===== config.mk =====
export PLATFORM = sky130hd
export DESIGN_NAME = hex_keypad_scanner_flat
export DESIGN_NICKNAME = d
export VERILOG_FILES = /design/src/rtl/hex_keypad_scanner_if.sv /design/src/rtl/hex_keypad_scanner.sv /design/src/flat_wrapper.sv
export SDC_FILE = /design/constraint.sdc
export NUM_CORES = 1
export LEC_CHECK = 0
export ABC_AREA = 1
export BUFFER_PORTS_ARGS = -buffer_cell sky130_fd_sc_hd__buf_2
export CORE_MARGIN = 2
export CORE_UTILIZATION = 57
export CTS_BUF_LIST = sky130_fd_sc_hd__clkbuf_4 sky130_fd_sc_hd__clkbuf_8 sky130_fd_sc_hd__clkbuf_16
export CTS_CLUSTER_DIAMETER = 50
export CTS_CLUSTER_SIZE = 30
export DETAILED_ROUTE_END_ITERATION = 7
export PLACE_DENSITY = 0.79
export SLEW_MARGIN = 20
export SYNTH_ARGS = -nofsm -noshare
export SYNTH_HDL_FRONTEND = slang
export SYNTH_SLANG_ARGS = --single-unit

===== constraint.sdc =====
create_clock -name clk_in -period 3.7 [get_ports clk_in]
set_input_delay 0.185 -clock clk_in [delete_from_list [all_inputs] [get_ports clk_in]]
set_output_delay 0.185 -clock clk_in [all_outputs]
set_load 0.02 [all_outputs]

===== src/rtl/hex_keypad_scanner_if.sv =====
// Keypad-side and value-side signals of the hex keypad scanner.
// The slave modport is the scanner; the master modport is the keypad and consumer side.
interface hex_keypad_scanner_if;
  logic [3:0]  row_in;
  logic        clear_in;
  logic [3:0]  col_out;
  logic [31:0] val_out;
  logic [3:0]  key_code;
  logic        key_valid;

  modport master (
    output row_in, clear_in,
    input  col_out, val_out, key_code, key_valid
  );

  modport slave (
    input  row_in, clear_in,
    output col_out, val_out, key_code, key_valid
  );
endinterface


===== src/rtl/hex_keypad_scanner.sv =====
// 4x4 hex keypad scanner: column drive, row synchronizer, whole-matrix debounce,
// and a 32-bit shift register holding the last eight accepted key codes.
module hex_keypad_scanner #(
  parameter int SCAN_DIV       = 200_000,
  parameter int DEBOUNCE_SCANS = 4
) (
  input  logic                        clk_in,
  input  logic                        rst_in,
  hex_keypad_scanner_if.slave         kp
);

  localparam int CNT_W = $clog2(SCAN_DIV);
  localparam int DB_W  = (DEBOUNCE_SCANS < 1) ? 1 : $clog2(DEBOUNCE_SCANS + 1);
  localparam logic [CNT_W-1:0] DWELL_LAST = CNT_W'(SCAN_DIV - 1);
  localparam logic [DB_W-1:0]  DB_TARGET  = DB_W'(DEBOUNCE_SCANS);
  localparam logic [DB_W-1:0]  DB_ONE     = DB_W'(1);

  typedef enum logic [1:0] {S_IDLE, S_DEBOUNCE, S_HELD, S_RELEASE} state_t;

  logic [3:0]       r_sync1, r_sync2;
  logic [CNT_W-1:0] r_dwell;
  logic [3:0]       r_col;
  logic [1:0]       r_col_idx;
  logic [1:0]       r_acc_cnt;
  logic [3:0]       r_acc_code;
  state_t           r_state;
  logic [3:0]       r_cand;
  logic [DB_W-1:0]  r_db_cnt;
  logic             r_key_valid;
  logic [3:0]       r_key_code;
  logic [31:0]      r_val;

  logic             w_dwell_end, w_scan_done, w_one, w_none, w_accept;
  logic [2:0]       w_col_cnt, w_sum_raw;
  logic [1:0]       w_col_row, w_sum;
  logic [3:0]       w_scan_code, w_acc_code, w_cand_next;
  logic [DB_W-1:0]  w_cnt_inc, w_cnt_next;
  state_t           w_state_next;

  assign w_dwell_end = (r_dwell == DWELL_LAST);
  assign w_scan_done = w_dwell_end && (r_col_idx == 2'd3);

  // Low rows in the column currently sampled; row index is only meaningful when exactly one is low.
  always_comb begin
    w_col_cnt = 3'd0;
    w_col_row = 2'd0;
    for (int r = 0; r < 4; r++) begin
      if (!r_sync2[r]) begin
        w_col_cnt = w_col_cnt + 3'd1;
        w_col_row = 2'(r);
      end
    end
  end

  // Key count saturates at 2, which is all that MULTI needs to distinguish.
  assign w_sum_raw   = {1'b0, r_acc_cnt} + w_col_cnt;
  assign w_sum       = (w_sum_raw >= 3'd2) ? 2'd2 : w_sum_raw[1:0];
  assign w_scan_code = (r_acc_cnt == 2'd0) ? {w_col_row, r_col_idx} : r_acc_code;
  assign w_one       = w_scan_done && (w_sum == 2'd1);
  assign w_none      = w_scan_done && (w_sum == 2'd0);
  assign w_cnt_inc   = r_db_cnt + DB_ONE;

  always_ff @(posedge clk_in) begin
    if (rst_in) begin
      r_sync1    <= 4'b1111;
      r_sync2    <= 4'b1111;
      r_dwell    <= '0;
      r_col      <= 4'b1110;
      r_col_idx  <= 2'd0;
      r_acc_cnt  <= 2'd0;
      r_acc_code <= 4'd0;
    end else begin
      r_sync1 <= kp.row_in;
      r_sync2 <= r_sync1;
      if (w_dwell_end) begin
        r_dwell   <= '0;
        r_col     <= {r_col[2:0], r_col[3]};
        r_col_idx <= r_col_idx + 2'd1;
        if (r_col_idx == 2'd3) begin
          r_acc_cnt  <= 2'd0;
          r_acc_code <= 4'd0;
        end else begin
          r_acc_cnt  <= w_sum;
          r_acc_code <= w_scan_code;
        end
      end else begin
        r_dwell <= r_dwell + CNT_W'(1);
      end
    end
  end

  // FSM state register
  always_ff @(posedge clk_in) begin
    if (rst_in) begin
      r_state  <= S_IDLE;
      r_cand   <= 4'd0;
      r_db_cnt <= '0;
    end else begin
      r_state  <= w_state_next;
      r_cand   <= w_cand_next;
      r_db_cnt <= w_cnt_next;
    end
  end

  // FSM next state: only moves on a completed full-matrix scan.
  always_comb begin
    w_state_next = r_state;
    w_cand_next  = r_cand;
    w_cnt_next   = r_db_cnt;
    if (w_scan_done) begin
      case (r_state)
        S_IDLE: if (w_one) begin
          w_cand_next  = w_scan_code;
          w_cnt_next   = DB_ONE;
          w_state_next = (DB_TARGET == DB_ONE) ? S_HELD : S_DEBOUNCE;
        end
        S_DEBOUNCE: if (w_one && (w_scan_code == r_cand)) begin
          w_cnt_next = w_cnt_inc;
          if (w_cnt_inc == DB_TARGET) w_state_next = S_HELD;
        end else begin
          w_state_next = S_IDLE;
        end
        S_HELD: if (w_none) begin
          w_cnt_next   = DB_ONE;
          w_state_next = (DB_TARGET == DB_ONE) ? S_IDLE : S_RELEASE;
        end
        S_RELEASE: if (w_none) begin
          w_cnt_next = w_cnt_inc;
          if (w_cnt_inc == DB_TARGET) w_state_next = S_IDLE;
        end else begin
          w_state_next = S_HELD;
        end
        default: w_state_next = S_IDLE;
      endcase
    end
  end

  // FSM outputs: accept strobe and the code being accepted.
  always_comb begin
    w_accept   = 1'b0;
    w_acc_code = r_cand;
    if (w_one) begin
      case (r_state)
        S_IDLE: begin
          w_acc_code = w_scan_code;
          w_accept   = (DB_TARGET == DB_ONE);
        end
        S_DEBOUNCE: w_accept = (w_scan_code == r_cand) && (w_cnt_inc == DB_TARGET);
        default:    w_accept = 1'b0;
      endcase
    end
  end

  always_ff @(posedge clk_in) begin
    if (rst_in) begin
      r_key_valid <= 1'b0;
      r_key_code  <= 4'd0;
      r_val       <= 32'd0;
    end else begin
      r_key_valid <= w_accept;
      if (w_accept) r_key_code <= w_acc_code;
      if (kp.clear_in)
        r_val <= w_accept ? {28'd0, w_acc_code} : 32'd0;
      else if (w_accept)
        r_val <= {r_val[27:0], w_acc_code};
    end
  end

  assign kp.col_out   = r_col;
  assign kp.val_out   = r_val;
  assign kp.key_code  = r_key_code;
  assign kp.key_valid = r_key_valid;

endmodule


===== src/flat_wrapper.sv =====
// flat-port wrapper written by rule: the top's interface ports become plain ports
module hex_keypad_scanner_flat 
#(
  parameter int SCAN_DIV       = 200_000,
  parameter int DEBOUNCE_SCANS = 4
)
  (clk_in, rst_in, kp_row_in, kp_clear_in, kp_col_out, kp_val_out, kp_key_code, kp_key_valid);
  hex_keypad_scanner_if kp_i ();
  input  logic clk_in;
  input  logic rst_in;
  input wire logic [$bits(kp_i.row_in)-1:0] kp_row_in;
  input wire logic [$bits(kp_i.clear_in)-1:0] kp_clear_in;
  output wire logic [$bits(kp_i.col_out)-1:0] kp_col_out;
  output wire logic [$bits(kp_i.val_out)-1:0] kp_val_out;
  output wire logic [$bits(kp_i.key_code)-1:0] kp_key_code;
  output wire logic [$bits(kp_i.key_valid)-1:0] kp_key_valid;
  assign kp_i.row_in = kp_row_in;
  assign kp_i.clear_in = kp_clear_in;
  assign kp_col_out = kp_i.col_out;
  assign kp_val_out = kp_i.val_out;
  assign kp_key_code = kp_i.key_code;
  assign kp_key_valid = kp_i.key_valid;
  hex_keypad_scanner #(.SCAN_DIV(SCAN_DIV), .DEBOUNCE_SCANS(DEBOUNCE_SCANS)) u_core (.clk_in(clk_in), .rst_in(rst_in), .kp(kp_i));
endmodule

==> reports/qor.csv <==
metric,value,unit
outcome,completed,
finalSetupViolCount,0,
switching_share,25.41,%
yosysTopAreaCell,dfxtp_1,
met2WireLength,3494,um
fin_crit,3339,ps
skew,16.04,ps
clk_path_buf_depth,2,
ioPinCount,48,
p_comb_share,3.7,%
gp_congestion,0.8332,
antenna_found_initial,0,
start_util,59.15,%
p_clk_share,39.1,%
total_power,1.597,mW
dr.pass1.iters,4,
cts_root_buffer,clkbuf_8,
drive_above_1_share,18.84,%
syn_area,0.003756,mm2
first_global_vias,2941,
via_count,3212,
ys_ff_latch,84,
drt-met1-wl,3468,um
dominantRegCellSynth,dfxtp_1,
nNetsFinal,563,
ant_nets,0,
slew_viol_final,0,
path_max_fanout,37,
synth_top_area_share,44.77,%
min_from,kp_row_in[1],
first_iter_violations,169,
synth-edff-count,0,
synthTopCellsByArea,"dfxtp_1 (45%), nand2_1 (9.0%), nor2_1 (7.5%), inv_1 (5.5%), a21oi_1 (4.1%)",
hp-class,in -> reg,
overflow,0,
crit_path_start,u_core.r_sync2[0],
io_buffers,47,
rsz0062_at_grt,no,
syn_avg_cell_area,7.512,um2
diodes,0,
yosysSeqAreaShare,44.77,%
fmax,299.5,MHz
r2r-start,u_core.r_sync2[0],
ir_drop,0.0003739,V
tritoncts,built,
p_switching,0.4058,mW
die_y,85.18,um
grt_start_max_net_pins,38,
relSlewSlack,48.98,%
drcViolationCount,0,
wl_per_cell,11.69,um
hold_violations,0,
numCtsBuffers,9,
tightest_slew,763.5,ps
highest_layer,met4,
synth_warnings,0,
async_reset_ff_share,0,%
grt_pass1_wl,12660,um
critPathLaunchType,flop,
drv_cap,0,
post_cts_buffers,0,
leakagePower,1.885,nW
power_frac_seq,57.2,%
dp_hpwl,5274,um
internal-power,1.191,mW
synth_nets,516,
dieArea,0.007255,mm2
netlist_instances,500,
wl,7356,um
critical_path_class,reg -> reg,
netlist-cell-type-count,35,
yosys-top-cells-count,"nand2_1 (90), dfxtp_1 (84), nor2_1 (75)",
area_growth,12.19,%
clk_latency,370,ps
cp_data_arrival_time,3590,ps
grt_usage,21.34,%
setup-tns-final,0,ps
min_period_over_period,90.23,%
pwr_density_cell,379.0,mW/mm2
ctsHtreeMaxLevel,3,
cp.required,3950,ps
synth_most_common_cell,nand2_1,
cts_sinks,84,
met3WireLength,312,um
design.core.area,0.006350,mm2
endpoint_kind,flop,
die_x,85.18,um
rows,29,
vias_per_cell,5.107,
clkSlewWorstSetupHoldPaths,90,ps
==> metal layers <==
layer | vias to the layer above | track usage, %
met3 | 7 | 5.156
met2 | 52 | 35.37
li1 | 1691 | -
met1 | 1462 | 27.59
met5 | - | 0
met4 | 0 | 6.638
==> metrics by stage <==
stage | area [um2] | hold slack, ps | util [%] | std cells | worst slack (ps)
detailed placement | 4009 | 370.4 | 63.13 | 612 | 349.1
global route | 4214 | 0.9864 | 66.36 | 629 | 70.34
CTS | 4197 | 0.8835 | 66.09 | 628 | 295.9
finish | 4214 | 4.907 | 66.36 | 629 | 361.3
floorplan | 3756 | 288.8 | - | 500 | 779.1
global placement | 4009 | 369.7 | 63.13 | 612 | 571.3
==> timing repair <==
item | 4_1_cts | 5_1_grt
hold buffers | 0 | 1
gates resized for setup | 0 | 2
setup endpoints to repair | 0 | 3
hold endpoints to repair | 0 | 1
==> kinds of logic after synthesis <==
logic type	count (synthesis)	synth area share (%)
and+or+nand+nor	244	30.71
DFF	84	44.77
AOI/OAI and AO/OA	82	11.39
buffers and inverters	75	8.527
adders and majority gates	9	3.198
xor gates and xnor gates	6	1.399
==> power by group through the flow <==
stage	combinational [mW]	clock, mW	sequential (mW)
floorplan	0.0450	0	0.934
global placement	0.0551	0	0.935
detailed placement	0.0573	0	0.935
CTS	0.0579	0.636	0.914
global route	0.0684	0.674	0.915
finish	0.0592	0.624	0.914
==> placed cells by master (no fill, tap or decap), types with 7 or more instances in the layout <==
| cell type | count |
|---|---|
| nand2_1 | 90 |
| dfxtp_1 | 84 |
| nor2_1 | 75 |
| inv_1 | 55 |
| buf_2 | 47 |
| a21oi_1 | 31 |
| nand3_1 | 28 |
| o21ai_0 | 24 |
| o21ai_1 | 17 |
| nor3_1 | 9 |
| or2_2 | 9 |
| clkbuf_8 | 9 |
| ha_1 | 8 |
| nand2_2 | 7 |
| nor2_4 | 7 |
==> registers in the layout, indices dropped and copies added, names as in the netlist <==
| name | flops |
|---|---|
| u_core.r_sync2 | 4 |
| u_core.r_acc_code | 4 |
| u_core.r_acc_cnt | 2 |
| u_core.kp.key_valid | 1 |
| u_core.kp.key_code | 4 |
| u_core.r_sync1 | 4 |
| u_core.kp.col_out | 4 |
| u_core.r_dwell | 18 |
| u_core.kp.val_out | 32 |
| u_core.r_col_idx | 2 |
| u_core.r_db_cnt | 3 |
| u_core.r_state | 2 |
| u_core.r_cand | 4 |
==> critical path: stages, from the launching register on <==
cell and delay, ps:
dfxtp_1 350, inv_1 50, ha_1 330, xnor2_2 210
ha_1 260, nand2_1 70, nand2_1 70, fa_1 440
inv_1 80, nand3_1 110, nand3_1 130, nand4_1 210
nor2_4 180, nand2_2 100, nor2_4 120, nand2_4 220
o21ai_0 230, a21oi_1 60
==> area by class of cell <==
type | instances | area, um2
Fill cell | 566 | 2136
Clock buffer | 9 | 123.9
Timing Repair Buffer | 49 | 252.7
Clock inverter | 7 | 63.81
Multi-Input combinational cell | 341 | 1762
Tap cell | 77 | 96.34
Inverter | 62 | 234.0
Sequential cell | 84 | 1682
==> path summary, 6_finish.rpt <==
path                                        endpoint  slack [ps]  cells past startpoint
worst max-delay path            u_core.kp.val_out[7]         360                     17
worst min-delay path               u_core.r_sync1[1]           5                      2
worst max register to register  u_core.kp.val_out[7]         360                     17
worst min register to register     u_core.r_sync2[2]         410                      1
Note: power is estimated with default switching activity, not from simulation.
